`config.mk`:
```
export PLATFORM = sky130hd
export DESIGN_NAME = btn_event
export DESIGN_NICKNAME = d
export VERILOG_FILES = /design/src/rtl/btn_event.sv
export SDC_FILE = /design/constraint.sdc
export NUM_CORES = 1
export LEC_CHECK = 0
export CELL_PAD_IN_SITES_DETAIL_PLACEMENT = 1
export CELL_PAD_IN_SITES_GLOBAL_PLACEMENT = 1
export CORE_MARGIN = 5
export CORE_UTILIZATION = 40
export CTS_CLUSTER_SIZE = 40
export DETAILED_ROUTE_END_ITERATION = 10
export PLACE_DENSITY_LB_ADDON = 0.1
export SYNTH_ARGS = -nofsm -noshare
export SYNTH_HDL_FRONTEND = slang
export SYNTH_SLANG_ARGS = --single-unit
```
`constraint.sdc`:
```
create_clock -name clk -period 3 [get_ports clk]
set_input_delay 0.9 -clock clk [delete_from_list [all_inputs] [get_ports clk]]
set_output_delay 0.9 -clock clk [all_outputs]
set_load 0.1 [all_outputs]
```
`src/rtl/btn_event.sv`:
```
// btn_event -- turns a debounced push-button level into one-shot events.
//
// Sits behind the board debouncer and shares its 15 us timebase strobe.
// A 20-bit counter, advanced only by tick_15us, measures hold time.
// A three-state FSM (IDLE / PRESSED / LONG) turns that measurement into
// press, release, short-click, long-press and auto-repeat pulses.
//
// Ports:
//   clk        system clock
//   arst       asynchronous reset, active-high
//   tick_15us  single-clk strobe, once per 15 us
//   btn        debounced button level, 1 = pressed
//   held       1 while the FSM is in PRESSED or LONG (registered)
//   press_p    1-clk pulse on press detect
//   release_p  1-clk pulse on release detect
//   short_p    1-clk pulse on a release before the long threshold
//   long_p     1-clk pulse when the long threshold is reached
//   repeat_p   1-clk pulse every REPEAT_TICKS while in LONG
//   state_dbg  current FSM state (0 IDLE, 1 PRESSED, 2 LONG) for debug
//
// Handshake: there is no valid/ready handshake. btn is a level, tick_15us is
// a free-running strobe, and every output pulse is a fire-and-forget 1-clk
// event with no back-pressure. A consumer must act on it in that cycle.
module btn_event #(
  parameter int   LONG_TICKS   = 66667,
  parameter int   REPEAT_TICKS = 13333,
  parameter logic REPEAT_EN    = 1'b1
) (
  input  logic       clk,
  input  logic       arst,
  input  logic       tick_15us,
  input  logic       btn,
  output logic       held,
  output logic       press_p,
  output logic       release_p,
  output logic       short_p,
  output logic       long_p,
  output logic       repeat_p,
  output logic [1:0] state_dbg
);

  // Out-of-range parameters stop elaboration.
  if (LONG_TICKS < 2 || LONG_TICKS > 1048575) begin : g_bad_long
    $fatal(1, "btn_event: LONG_TICKS out of range 2..2^20-1");
  end
  if (REPEAT_TICKS < 1 || REPEAT_TICKS > 1048575) begin : g_bad_repeat
    $fatal(1, "btn_event: REPEAT_TICKS out of range 1..2^20-1");
  end

  localparam logic [19:0] LONG_T   = 20'(LONG_TICKS);
  localparam logic [19:0] REPEAT_T = 20'(REPEAT_TICKS);

  typedef enum logic [1:0] {
    IDLE    = 2'd0,
    PRESSED = 2'd1,
    LONG    = 2'd2
  } state_t;

  state_t      state_q, state_d;
  logic [19:0] cnt_q, cnt_d;
  logic [19:0] cnt_inc;
  logic        btn_q;
  logic        press_d, release_d, short_d, long_d, repeat_d;

  assign cnt_inc   = cnt_q + 20'd1;
  assign state_dbg = state_q;

  // Next-state and event decode. A release is tested before the tick so that
  // a release landing on a threshold tick suppresses long_p / repeat_p.
  always_comb begin
    state_d   = state_q;
    cnt_d     = cnt_q;
    press_d   = 1'b0;
    release_d = 1'b0;
    short_d   = 1'b0;
    long_d    = 1'b0;
    repeat_d  = 1'b0;
    case (state_q)
      IDLE: begin
        // Rising edge only; a button held through IDLE without an edge
        // cannot happen outside reset, and reset clears btn_q so a held
        // button still yields a fresh press afterwards.
        if (btn && !btn_q) begin
          press_d = 1'b1;
          cnt_d   = 20'd0;
          state_d = PRESSED;
        end
      end
      PRESSED: begin
        if (!btn) begin
          release_d = 1'b1;
          short_d   = 1'b1;
          state_d   = IDLE;
        end else if (tick_15us) begin
          if (cnt_inc == LONG_T) begin
            long_d  = 1'b1;
            cnt_d   = 20'd0;
            state_d = LONG;
          end else begin
            cnt_d = cnt_inc;
          end
        end
      end
      LONG: begin
        if (!btn) begin
          release_d = 1'b1;
          state_d   = IDLE;
        end else if (tick_15us) begin
          if (cnt_inc == REPEAT_T) begin
            repeat_d = REPEAT_EN;
            cnt_d    = 20'd0;
          end else begin
            cnt_d = cnt_inc;
          end
        end
      end
      default: begin
        state_d = IDLE;
        cnt_d   = 20'd0;
      end
    endcase
  end

  always_ff @(posedge clk or posedge arst) begin
    if (arst) begin
      state_q   <= IDLE;
      cnt_q     <= 20'd0;
      btn_q     <= 1'b0;
      held      <= 1'b0;
      press_p   <= 1'b0;
      release_p <= 1'b0;
      short_p   <= 1'b0;
      long_p    <= 1'b0;
      repeat_p  <= 1'b0;
    end else begin
      state_q   <= state_d;
      cnt_q     <= cnt_d;
      btn_q     <= btn;
      // held tracks the state being entered so it moves with press_p/release_p.
      held      <= (state_d != IDLE);
      press_p   <= press_d;
      release_p <= release_d;
      short_p   <= short_d;
      long_p    <= long_d;
      repeat_p  <= repeat_d;
    end
  end

endmodule

```
After elaboration in Yosys (flattened, before gate mapping)

Index checks and enable logic that the tools add are counted.

Add/subtract/negate cells: 1
Equal/unequal tests: 9
Mux-type cells: 27
Reduce and logical (&&, ||, !) cells: 6

Operator list:

| cell                                                   | number |
|---|---|
| 2-to-1 mux 20 bit                                      | 7 |
| one-hot mux 20 bit (3 select lines)                    | 1 |
| adder 20 x 1 -> 20 bit (second input constant)         | 1 |
| equality test 20 x 14 -> 1 bit (second input constant) | 1 |
| equality test 20 x 17 -> 1 bit (second input constant) | 1 |
| 2-to-1 mux 1 bit                                       | 13 |
| 2-to-1 mux 2 bit                                       | 5 |
| inequality test 2 bit (second input constant)          | 5 |
| one-hot mux 2 bit (3 select lines)                     | 1 |
| AND reduction 5 bit                                    | 1 |
| equality test 2 x 1 -> 1 bit (second input constant)   | 1 |
| equality test 2 bit (second input constant)            | 1 |
| zero test 2 bit                                        | 1 |
| nonzero test 2 bit                                     | 1 |
| OR reduction 2 bit                                     | 1 |
| logical AND 1 bit                                      | 1 |
| zero test 1 bit                                        | 1 |

Flip-flop bits (word level): 29
Input port bits: 4
Output and inout bits: 8
Word-level logic and storage cells: 52

Depth between registers and ports, before layout

Depth after elaboration: 7
Depth in mapped cells: 9

Least setup slack after synthesis

OpenSTA, ideal clock, no wires.

Path type: register -> register
Start: register cnt_q[1]
End: register held
Library setup time: 0.082 ns
Arrival time: 2.351 ns
Setup slack: 0.568 ns
Stages on the path, launching flop included: 9
Path buffers: 0
Clock period less this slack: 2.432 ns
Cell sequence: dfrtp_1 ha_1 nand2_2 or3_4 o31a_1 or2_4 and4_4 a311o_1 a31oi_1

Cells in the longest elaborated chain, start to end: 7

Ends and longest elaborated chain:

| element                            | RTL line | RTL |
|---|---|---|
| start, declared                    | 60       | `logic [19:0] cnt_q, cnt_d;` |
| start signal, assigned             | 137      | `cnt_q <= cnt_d;` |
| adder 20 x 1 -> 20 bit             | 65       | `assign cnt_inc = cnt_q + 20'd1;` |
| equality test 20 x 17 -> 1 bit     | 95       | `if (cnt_inc == LONG_T) begin` |
| 2-to-1 mux 2 bit                   | 95       |  |
| 2-to-1 mux 2 bit                   | 94       | `end else if (tick_15us) begin` |
| 2-to-1 mux 2 bit                   | 90       | `if (!btn) begin` |
| one-hot mux 2 bit (3 select lines) | 78       | `case (state_q)` |
| nonzero test 2 bit                 | 140      | `held <= (state_d != IDLE);` |
| end signal, assigned               | 140      |  |
| end, declared                      | 33       | `output logic held,` |

No other way between the ends.
A chain may end at the register's enable or synchronous reset.

Worst setup path after layout

Start: register cnt_q[5]
End: register cnt_q[18]

Cells in the longest elaborated chain, start to end: 6

Ends and longest elaborated chain:

| element                                                                                 | RTL line |
|---|---|
| adder 20 x 1 -> 20 bit *                                                                | 65 |
| equality test 20 x 14 -> 1 bit / equality test 20 x 17 -> 1 bit (equally long branches) | 109, 95 |
| 2-to-1 mux 20 bit, on equally long branches                                             | 109, 95 |
| 2-to-1 mux 20 bit, on equally long branches                                             | 108, 94 |
| 2-to-1 mux 20 bit, on equally long branches                                             | 105, 90 |
| one-hot mux 20 bit (3 select lines) *                                                   | 78 |

Mark *: on every way between the ends. The rest lies on a longest branch, timed or not. The select of a mux whose other input is x is not followed.

==> impl_metrics.toml <==
[run_status]
status = "finished, final reports clean"

[clock_tree]
post_cts_hold_buffer_count = 0
tritoncts.num_buffers = 5
ctsLongestPathBuffers = 2
worst_setup_hold_path_clk_slew_ns = 0.07
tritoncts_num_sinks = 29
worst_skew_pair_later_pin_latency_ns = 0.29
count_of_instances_resized_after_the_clock_tree_is_built = 0
clock_tree_from_tritoncts = "yes"
post_cts.repair.setup_buffers = 0
clock_root_buffer_master = "sky130_fd_sc_hd__clkbuf_8"
ctsHtreeMaxLevel = 2

[timing]
rsz0062_at_grt = "false"
fin_worst_hold_slack_ns = 0.5675
final_max_slew_viol_count = 0
ratio_of_final_minimum_period_to_clock_period = 0.9266
slew_headroom = 0.6356
worst_pin_slew_ns = 0.5416
setup_viol = 0
final_tns_setup_ns = 0
achievable-frequency_mhz = 359.7
fin_crit_ns = 2.780
timing.final.ws_setup_ns = 0.2201
clock_skew_ns = 0.009788
hold_viol_final = 0

[global_route]
grt_met3_use = 0.02673
first_global_vias = 1948
grt_most_used_layer = "met2"
grt.met2_usage = 0.2915
antenna_found_initial = 0
grt_pass1_wl_mm = 10.03
grt_usage = 0.1771
grtUsageMet1 = 0.2383
grt_overflow_total = 0
grt_start_max_net_pins = 30

[critical_path]
startpoint_type = "flop"
crit_type = "reg -> reg"
crit_path_max_incr_delay_ns = 0.61
beginning_of_the_worst_register_to_register_path = "cnt_q[5]"
regToRegEndpoint = "cnt_q[18]"
worstPathRequired_ns = 3.17
critPathArrivalTime_ns = 2.95
rrSetupSlack_ns = 0.22
crit_path_top_delay_cell = "sky130_fd_sc_hd__or4_4"
cp_cell_sequence = "nand4_2 -> or4_4 -> a2111oi_2 -> or3b_4 -> a41oi_2 -> buf_4 -> o221ai_1 -> nand2_1"
path_buf_inv = 1
critical_path.top_delay_family = "simple AND/OR/NAND/NOR gates"
endpoint_kind = "flop"
setup.worst_path.start = "cnt_q[5]"
timing.reg2reg.worst_path_depth = 8
path_max_fanout = 10

[power_and_ir_drop]
power_density_nw_per_um2 = 527.2
total_leakage_power_nw = 1.073
p_seq_frac = 0.349
swShare = 0.4454
comb_power_share = 0.400
p_switching_mw = 0.5755
power.share.clock = 0.251
vdd.ir_drop.worst_mv = 0.4333
intPower_mw = 0.7166

[yosys]
synth_area_leader_cell = "sky130_fd_sc_hd__dfrtp_1"
synth_cells = 249
synth_sequential_area_ratio = 0.3412
synth-seq-cells = 29
ys_types = 59
yosysTopAreaCellShare = 0.3412
synth_edf_count = 0
synth.top_cells.by_area = "sky130_fd_sc_hd__dfrtp_1, sky130_fd_sc_hd__nand2_1, sky130_fd_sc_hd__ha_1"
postSynth.asyncResetShare = 1.000
syn_avg_cell_area_um2 = 8.542
yosysWarnings = 0
synth.cell_area_um2 = 2127
yosys_most_used_dff = "sky130_fd_sc_hd__dfrtp_1"
synth.net_count = 260

[floorplan]
core_region_area_um2 = 5140
initial_utilization = 0.4138
ios = 12
row_count = 26
die_w_um = 82.92
die_height_um = 82.92
floorplan.die_area_um2 = 6876

[final_layout]
layout_common_cells = "sky130_fd_sc_hd__nand2_1, sky130_fd_sc_hd__buf_4, sky130_fd_sc_hd__dfrtp_1"
post_route_cells_drive_above_1_share = 0.2088
area_added_between_synthesis_and_finish_pct = 15.24
antennaDiodeCount = 0
layout.nets = 283
postLayoutCoreUtil = 0.4769
most_frequent_standard_cell_in_the_layout_excluding_fill_and_tap_cells = "sky130_fd_sc_hd__nand2_1"
post_route_cell_area_um2 = 2451

[hold_path]
hold-path-cell-count = 2
hold_end = "cnt_q[16]"
kind_of_path_behind_the_tightest_hold_check = "reg -> reg"
worstHoldStart = "cnt_q[16]"

[placement]
hpwlAfterDp_mm = 4.465
placement.setup.worst_slack_ns = 0.2418
buffer_ports.inserted = 11
dpl-instance-area_um2 = 2369
place_congestion = 0.8170

[detailed_routing]
count_of_nets_left_with_antenna_violations_after_detail_routing = 0
tritonroute_pass_1_iters = 4
postRouteWirelength_mm = 5.933
drc_errors = 0
routed-via-count = 1936
post_drt_via_cell_ratio = 5.644
wl_per_cell_um = 17.30
drt_iter0_drc = 73

[job]
drv.max_cap_violation_count = 0
## tightest hold or removal path, delay by kind of cell (launching register included)
kind,cells,cell delay [ns]
flops,1,0.41
simple gates,2,0.13
## kinds of logic after synthesis
group                    count (synthesis)  synth area share
XOR/XNOR                                 8           0.03294
adder cells (fa/ha/maj)                  7           0.04117
AND/OR/NAND/NOR                        126            0.3382
AO/OA/AOI/OAI                           48            0.1741
flip-flops                              29            0.3412
buffers and inverters                   31           0.07235
## cell type report
type / instances / area [µm²]
multi-input combinational: 189 / 1247
sequential: 29 / 725.7
inverter: 14 / 52.55
clock inverter: 2 / 10.01
timing repair buffer: 33 / 255.2
clock buffer: 6 / 72.57
tap: 70 / 87.58
fill: 643 / 2689
## worst max path at each step
stage               depth (start not counted)         to  slack, ns
floorplan                                   8       held       0.57
global placement                            8   cnt_q[7]       0.30
detailed placement                          8  cnt_q[10]       0.24
CTS                                         8  cnt_q[18]       0.23
global route                                8  cnt_q[10]       0.03
finish                                      8  cnt_q[18]       0.22
## routing by layer
metal | part of all wire | vias to the layer above
met5 | 0 | -
met4 | 0.014 | 0
met3 | 0.019 | 8
met2 | 0.47 | 19
met1 | 0.50 | 969
li1 | - | 940
## stage by stage
step	power, mW	std cells
final	1.292	343
after CTS	1.303	343
after global placement	0.9647	335
after global routing	1.351	343
after detailed placement	0.9710	335
after floorplan	0.8063	249
## state kept, by name, summed over array words and instances (netlist names)
register and count:
press_p 1, held 1, btn_q 1, cnt_q 20
repeat_p 1, state_dbg 2, release_p 1, long_p 1
short_p 1
## synthesized netlist by cell type, drive strengths merged, types with 3 or more instances
cell type  instances
nor4              10
xor2               3
nor3              11
dfrtp             29
or3                3
nand3              7
a41oi              3
inv               14
o21ai             17
nor2              15
o221ai            10
nor2b              5
nand4              8
nand2             45
xnor2              5
clkbuf             5
ha                 7
and2               7
buf               12
a21oi              5
## power by group through the flow
stage | sequential, mW | combinational, mW | clock (mW)
floorplan | 0.616 | 0.190 | 0
global placement | 0.455 | 0.509 | 0
detailed placement | 0.457 | 0.513 | 0
CTS | 0.451 | 0.517 | 0.335
global route | 0.455 | 0.547 | 0.349
finish | 0.452 | 0.516 | 0.324
Power figures use the tool's default switching activity.
